<file path="config.mk">
export PLATFORM = sky130hd
export DESIGN_NAME = multiplier10_seq
export DESIGN_NICKNAME = d
export VERILOG_FILES = /design/src/rtl/multiplier10_seq.sv
export SDC_FILE = /design/constraint.sdc
export NUM_CORES = 1
export LEC_CHECK = 0
export ABC_AREA = 1
export CAP_MARGIN = 25
export CORE_ASPECT_RATIO = 1.5
export CORE_MARGIN = 3
export CORE_UTILIZATION = 60
export CTS_BUF_LIST = sky130_fd_sc_hd__clkbuf_8
export CTS_CLUSTER_DIAMETER = 150
export DETAILED_ROUTE_END_ITERATION = 10
export PLACE_DENSITY = 0.91
export SETUP_SLACK_MARGIN = 0.05
export SYNTH_ARGS = -nofsm -noshare
export SYNTH_HDL_FRONTEND = slang
export SYNTH_SLANG_ARGS = --single-unit
</file>
<file path="constraint.sdc">
create_clock -name clk -period 6.3 [get_ports clk]
set_input_delay 1.575 -clock clk [delete_from_list [all_inputs] [get_ports clk]]
set_output_delay 1.575 -clock clk [all_outputs]
set_load 0.005 [all_outputs]
</file>
<file path="src/rtl/multiplier10_seq.sv">
// Sequential shift-and-add unsigned multiplier: p = a * b after W iterations.
// Ports:
//   clk   - rising-edge clock
//   rst   - asynchronous active-high reset
//   start - request, sampled only in IDLE or DONE
//   a, b  - W-bit multiplicand / multiplier, captured on the accepting edge
//   busy  - high while iterating (RUN)
//   done  - one-cycle pulse when p becomes valid
//   p     - 2W-bit product, held until the next completion or reset
module multiplier10_seq #(
    parameter int unsigned W = 10
) (
    input  logic                clk,
    input  logic                rst,
    input  logic                start,
    input  logic [W-1:0]        a,
    input  logic [W-1:0]        b,
    output logic                busy,
    output logic                done,
    output logic [2*W-1:0]      p
);

    localparam int unsigned PW = 2 * W;
    localparam int unsigned CW = $clog2(W) + 1;

    typedef enum logic [1:0] {
        IDLE = 2'd0,
        RUN  = 2'd1,
        DONE = 2'd2
    } state_t;

    state_t          state, state_nxt;
    logic [PW-1:0]   acc, acc_nxt;
    logic [PW-1:0]   mcand, mcand_nxt;
    logic [W-1:0]    mplier, mplier_nxt;
    logic [CW-1:0]   cnt, cnt_nxt;
    logic            busy_nxt, done_nxt;
    logic [PW-1:0]   p_nxt;
    logic [PW-1:0]   acc_sum;

    // Partial-product accumulate for the current multiplier bit.
    assign acc_sum = mplier[0] ? (acc + mcand) : acc;

    // State and datapath registers.
    always_ff @(posedge clk or posedge rst) begin
        if (rst) begin
            state  <= IDLE;
            acc    <= '0;
            mcand  <= '0;
            mplier <= '0;
            cnt    <= '0;
            busy   <= 1'b0;
            done   <= 1'b0;
            p      <= '0;
        end else begin
            state  <= state_nxt;
            acc    <= acc_nxt;
            mcand  <= mcand_nxt;
            mplier <= mplier_nxt;
            cnt    <= cnt_nxt;
            busy   <= busy_nxt;
            done   <= done_nxt;
            p      <= p_nxt;
        end
    end

    // Next-state, datapath and registered-output logic.
    always_comb begin
        state_nxt  = state;
        acc_nxt    = acc;
        mcand_nxt  = mcand;
        mplier_nxt = mplier;
        cnt_nxt    = cnt;
        busy_nxt   = 1'b0;
        done_nxt   = 1'b0;
        p_nxt      = p;

        unique case (state)
            IDLE, DONE: begin
                if (start) begin
                    state_nxt  = RUN;
                    acc_nxt    = '0;
                    mcand_nxt  = PW'(a);
                    mplier_nxt = b;
                    cnt_nxt    = '0;
                    busy_nxt   = 1'b1;
                end else begin
                    state_nxt  = IDLE;
                end
            end
            RUN: begin
                acc_nxt    = acc_sum;
                mcand_nxt  = mcand << 1;
                mplier_nxt = mplier >> 1;
                cnt_nxt    = cnt + CW'(1);
                if (cnt == CW'(W - 1)) begin
                    // Final iteration: publish the sum including this edge's add.
                    p_nxt     = acc_sum;
                    done_nxt  = 1'b1;
                    state_nxt = DONE;
                end else begin
                    busy_nxt  = 1'b1;
                end
            end
            default: begin
                state_nxt = IDLE;
            end
        endcase
    end

endmodule

</file>
==> metrics, run 1 <==
outcome completed; max-slew violation count 0; I/O pin count 45; maximum number of buffers from clock root to sink 2; clock latency reported for the late side of the worst-skew pair 370 ps; YS warnings 0; commonest cells after routing, fill and taps aside sky130_fd_sc_hd__nand2_1 (180), sky130_fd_sc_hd__nand3_1 (81), sky130_fd_sc_hd__dfrtp_1 (79); Synth Area in Adders 6.11%; synthesized instance count 599; filler cell count 575; hold bufs inserted after CTS 0; worst path required time 6550 ps; number of enable flip-flop cells after synthesis 0; top post-synthesis cells by area sky130_fd_sc_hd__dfrtp_1 (43%), sky130_fd_sc_hd__nand2_1 (15%), sky130_fd_sc_hd__nand3_1 (8.8%); data arrival time of the worst path 3950 ps; cell area power density 560 nW/µm²; start of the worst register-to-register path state[0]; vias per cell 5.63; fraction of synthesized area in multiplexers 0.216%; total of flip-flops plus latches after synthesis 79; Crit Path Class input port to flip-flop; per-instance average area after synthesis 7.73 µm²; starting utilization of the core area 62.8%; routed wirelength normalized by instance count 14.1 µm; Die H 114 µm; global-route wire length before repair 18300 µm; Area Growth Syn to Fin 13.2%; top-area cell type share of the netlist area 42.7%; actual slew at the worst max-slew pin 881 ps; number of DRC markers after the initial detailed-route iteration 221; via count of the first global-routing pass 4256; leading cell type in the layout, fill and taps excluded sky130_fd_sc_hd__nand2_1; combined global-route utilization of all metal layers 25.7%; final net count 681; clock tree from TritonCTS done; sort of element at the start of the critical path input port; complex-gate fraction of the synthesized area 9.57%; share of synthesized cell area in and, or, nand and nor gates 31.4%; power consumption 2.94 mW; clock sink total 79; flop2flop setup slack 3800 ps; final hold viol count 0; clock root buffer sky130_fd_sc_hd__clkbuf_8; CP max FO 32; Remaining Overflow, GRT 0; combinational family with the most area after synthesis simple AND/OR/NAND/NOR gates; library cells used by synthesis 36; xor and xnor fraction of the mapped netlist area 1.14%; total of endpoints with negative setup slack in the final report 0; sequential element share of the synthesized area 42.7%; sum of negative setup slack 0 ps; number of buffers added on ports 44; DRC violations left 0; initial antenna violation count 0; Final ANT Viol Nets 0; maximum resistive drop on vdd 0.383 mV; standard cell core area 7370 µm²; reported leakage power 2.68 nW; number of H-tree levels 3; RSZ-0062 raised after global routing no; Chip Width 77.7 µm; maximum number of pins on one net before global-route repair 45; post-cts repair resize count 0; gpl congestion 0.908; endpoint kind of the worst setup timing path flip-flop; reg2reg end mcand[3]; min Tclk post-route 3700 ps; number of buffers inserted during clock tree synthesis 9; placement row count 38; Final period util 58.7%; total length of routed wires 10400 µm; Hold WS 472 ps; Max transition margin 41.2%; end point of the critical path cnt[2]; Hold Crit Class flip-flop to flip-flop; most used flip-flop cell after synthesis sky130_fd_sc_hd__dfrtp_1; layout cell share with drive strength beyond 1 10.3%; placed wire-length estimate 7650 µm; cell type with the highest aggregate area in the netlist sky130_fd_sc_hd__dfrtp_1; Reg clk slew, reported paths 70 ps; Post-Synthesis Net Count 644; maximum clock rate 270 MHz; fraction of synthesis flops using an asynchronous set or reset pin 100%; max-cap viol count 0; CP Launch Point start; summed instance area of the synthesized netlist 4630 µm²; clock tree skew after final layout 9.27 ps; number of cells on the worst reg-to-reg path 7; detailed-router iteration count before antenna repair 5; Antenna Cells 0; DIE AREA 8830 µm²; setup fix buffers added after clock tree synthesis 0; via count 4157
==> area by class of cell <==
class,count,area [µm²],area share (%)
clock buffer,9,124,2.36
clock inverter,5,21.3,0.406
inverter,77,289,5.52
multi-input combinational,422,2240,42.8
sequential,79,1980,37.7
tap,100,125,2.39
timing repair buffer,47,463,8.84
==> flip-flops by register name (all words and copies together) (netlist names) <==
name / cells
cnt: 5
state: 2
mcand: 20
acc: 20
mplier: 10
p: 20
done: 1
busy: 1
==> stage by stage <==
stage          instance area, µm²  utilization (%)  std cells  setup slack, ps
3_5_place_dp                 5090             69.1        725             2250
6_report                     5240             71.1        739             2600
5_1_grt                      5240             71.1        739             2430
4_1_cts                      5240             71.1        739             2650
2_1_floorplan                4630                -        599             2700
3_3_place_gp                 5090             69.1        725             2360
==> synthesized netlist by cell type (3+ instances only) <==
| cell type | number |
|---|---|
| sky130_fd_sc_hd__o211ai_1 | 3 |
| sky130_fd_sc_hd__o21ai_1 | 4 |
| sky130_fd_sc_hd__buf_2 | 9 |
| sky130_fd_sc_hd__o21ai_2 | 3 |
| sky130_fd_sc_hd__nand3_1 | 81 |
| sky130_fd_sc_hd__o21ai_0 | 19 |
| sky130_fd_sc_hd__dfrtp_1 | 79 |
| sky130_fd_sc_hd__a21oi_1 | 16 |
| sky130_fd_sc_hd__nand2_2 | 8 |
| sky130_fd_sc_hd__nor2_2 | 9 |
| sky130_fd_sc_hd__o22ai_1 | 12 |
| sky130_fd_sc_hd__ha_1 | 21 |
| sky130_fd_sc_hd__inv_1 | 65 |
| sky130_fd_sc_hd__o221ai_1 | 9 |
| sky130_fd_sc_hd__xnor2_1 | 3 |
| sky130_fd_sc_hd__inv_2 | 11 |
| sky130_fd_sc_hd__nand2_1 | 180 |
| sky130_fd_sc_hd__nand3_2 | 7 |
| sky130_fd_sc_hd__nor2_1 | 20 |
| sky130_fd_sc_hd__or2_2 | 10 |
| sky130_fd_sc_hd__xor2_1 | 3 |
| sky130_fd_sc_hd__clkbuf_1 | 7 |
==> worst min-delay path by stage <==
stage            from  endpoint  slack, ps  cells past startpoint
6_report         p[2]      p[2]        470                      2
5_1_grt          p[2]      p[2]        500                      2
4_1_cts          p[2]      p[2]        480                      2
3_5_place_dp     p[2]      p[2]        460                      2
3_3_place_gp     p[0]      p[0]        450                      2
2_1_floorplan  cnt[4]    cnt[4]        450                      1
==> worst max-delay path: stages <==
cell                              delay, ps
sky130_fd_sc_hd__clkdlybuf4s50_1        890
sky130_fd_sc_hd__nand2_1                260
sky130_fd_sc_hd__nand2_2                560
sky130_fd_sc_hd__inv_2                  360
sky130_fd_sc_hd__a32o_1                 300
==> power by group <==
group	internal (mW)	leakage (nW)	switching [mW]
registers	0.742	0.984	0.149
clock network	0.133	0.0885	0.174
logic	0.662	1.61	1.08
total	1.54	2.68	1.40
==> logic make-up after synthesis <==
| family | after synthesis |
|---|---|
| AND/OR/NAND/NOR | 322 |
| multiplexers | 1 |
| buffers and inverters | 98 |
| XOR/XNOR | 6 |
| AO/OA/AOI/OAI | 71 |
| adder cells (fa/ha/maj) | 22 |
| flip-flops | 79 |
==> per-layer routing <==
| metal | GRT usage (%) | wire length [µm] |
|---|---|---|
| met5 | 0 | 0 |
| met4 | 13.5 | 333 |
| met3 | 4.50 | 461 |
| met2 | 47.0 | 5710 |
| met1 | 27.9 | 3920 |
(Power assumes the default switching activity.)
==> run 2, diff against run 1 <==
--- a/config.mk
+++ b/config.mk
@@ -9,11 +9,11 @@
 export CAP_MARGIN = 25
 export CORE_ASPECT_RATIO = 1.5
 export CORE_MARGIN = 3
-export CORE_UTILIZATION = 60
+export CORE_UTILIZATION = 54
 export CTS_BUF_LIST = sky130_fd_sc_hd__clkbuf_8
 export CTS_CLUSTER_DIAMETER = 150
 export DETAILED_ROUTE_END_ITERATION = 10
-export PLACE_DENSITY = 0.91
+export PLACE_DENSITY = 0.87
 export SETUP_SLACK_MARGIN = 0.05
 export SYNTH_ARGS = -nofsm -noshare
 export SYNTH_HDL_FRONTEND = slang
==> constraint.sdc (replaced) <==
create_clock -name clk -period 3.1 [get_ports clk]
set_input_delay 0.775 -clock clk [delete_from_list [all_inputs] [get_ports clk]]
set_output_delay 0.775 -clock clk [all_outputs]
set_load 0.005 [all_outputs]
==> metrics, run 2 (synthesis results as in run 1) <==
via count of the first global-routing pass 4230; starting utilization of the core area 56.7%; commonest cells after routing, fill and taps aside sky130_fd_sc_hd__nand2_1 (180), sky130_fd_sc_hd__nand3_1 (81), sky130_fd_sc_hd__dfrtp_1 (79); final core occ 65.5%; min Tclk post-route 2140 ps; placement row count 40; data arrival time of the worst path 2400 ps; clock root buffer sky130_fd_sc_hd__clkbuf_8; post-cts repair resize count 0; RSZ-0062 raised after global routing no; maximum number of buffers from clock root to sink 2; Final ANT Viol Nets 0; Hold Crit Class flip-flop to flip-flop; Most Frequent Cell on Critical Path sky130_fd_sc_hd__nand2_1; reported leakage power 2.73 nW; Chip Width 81.6 µm; layout cell share with drive strength beyond 1 11.0%; maximum resistive drop on vdd 0.725 mV; start of the worst register-to-register path mcand[0]; DIE AREA 9740 µm²; leading cell type in the layout, fill and taps excluded sky130_fd_sc_hd__nand2_1; I/O pin count 45; maximum clock rate 467 MHz; total length of routed wires 10500 µm; Largest stage delay, worst path 460 ps; post-place setup slack 921 ps; via count 4094; flop2flop setup slack 960 ps; worst path required time 3360 ps; DRC violations left 0; max-slew violation count 0; start point of the worst hold path p[2]; endpoint kind of the worst setup timing path flip-flop; maximum number of pins on one net before global-route repair 46; count of placed standard cells including taps 733; Crit Path Class flip-flop to flip-flop; vias per cell 5.47; Antenna Cells 0; actual slew at the worst max-slew pin 610 ps; minimum setup slack in the final design 960 ps; standard cell area after detailed placement 5140 µm²; count of placed standard cells in the final layout, fillers left out 749; global-route wire length before repair 18300 µm; initial antenna violation count 0; clock tree from TritonCTS done; detailed-router iteration count before antenna repair 5; number of buffers inserted during clock tree synthesis 9; combined global-route utilization of all metal layers 23.9%; hold bufs inserted after CTS 0; CP Launch Point mcand[0]; master of the slowest instance on the critical path sky130_fd_sc_hd__fa_1; gpl congestion 0.924; setup fix buffers added after clock tree synthesis 0; total of endpoints with negative setup slack in the final report 0; Reg clk slew, reported paths 80 ps; max-cap viol count 0; number of H-tree levels 3; sum of negative setup slack 0 ps; sort of element at the start of the critical path flip-flop; top flop regs acc x20, mcand x20, p x20; clock latency reported for the late side of the worst-skew pair 360 ps; placed wire-length estimate 7660 µm; Max transition margin 59.3%; Final period util 69.0%; cell area power density 1150 nW/µm²; cells along the critical path ha_1 -> fa_1 -> nand3_1 -> nand3_1 -> nand2_1 -> nand2_1 -> nand2_1 -> nand2_1 -> nand2_1 -> nand3_1 -> nand3_1 -> nand2_1; final hold viol count 0; CP max FO 5; number of buffers added on ports 44; routed wirelength normalized by instance count 14.0 µm; clock tree skew after final layout 8.06 ps; cell area after layout 5340 µm²; power consumption 6.14 mW; Area Growth Syn to Fin 15.4%; outcome completed; number of DRC markers after the initial detailed-route iteration 199; standard cell core area 8160 µm²; Die H 119 µm; clock sink total 79; Buf/Inv on CP 0; final net count 684; kind of cell with the highest combined delay on the critical path simple AND/OR/NAND/NOR gates; Hold WS 478 ps; Remaining Overflow, GRT 0
run 2: cell types whose count changed in the layout (fill, tap and decap cells not counted):
cell                        before  now
sky130_fd_sc_hd__buf_12          0    1
sky130_fd_sc_hd__buf_4           3    5
sky130_fd_sc_hd__bufinv_16       0    2
sky130_fd_sc_hd__clkinv_2        2    3
sky130_fd_sc_hd__inv_2          12   11
run 2: power by group:
group / internal [mW] / switching (mW)
Clock: 0.442 / 0.356
Sequential: 1.51 / 0.311
Combinational: 1.36 / 2.16
run 2: area by class of cell:
type                            instances  area (µm²)
Clock buffer                            9         124
Multi-Input combinational cell        422        2240
Timing Repair Buffer                   50         498
Clock inverter                          7        81.3
Tap cell                              105         131
Sequential cell                        79        1980
Fill cell                             673        2820
Inverter                               77         290
run 2: per-layer routing:
metal  track usage [%]  up-vias  wire length [µm]
li1                  -     2030                 -
met1              27.1     1953              4060
met2              42.4       91              5750
met3              5.75       20               439
met4              8.73        0               220
met5                 0        -                 0
run 2: worst min-delay path, stage by stage (launching register included):
cell	delay [ps]
sky130_fd_sc_hd__dfrtp_1	350
sky130_fd_sc_hd__nand2_1	60
sky130_fd_sc_hd__nand2_1	40
run 2: path summary, 6_finish.rpt:
path | end | depth (start not counted)
setup / recovery | p[12] | 12
hold / removal | p[2] | 2
setup reg to reg | p[12] | 12
hold reg to reg | p[2] | 2
max in group asynchronous | acc[1] | 3
min in group asynchronous | p[10] | 2
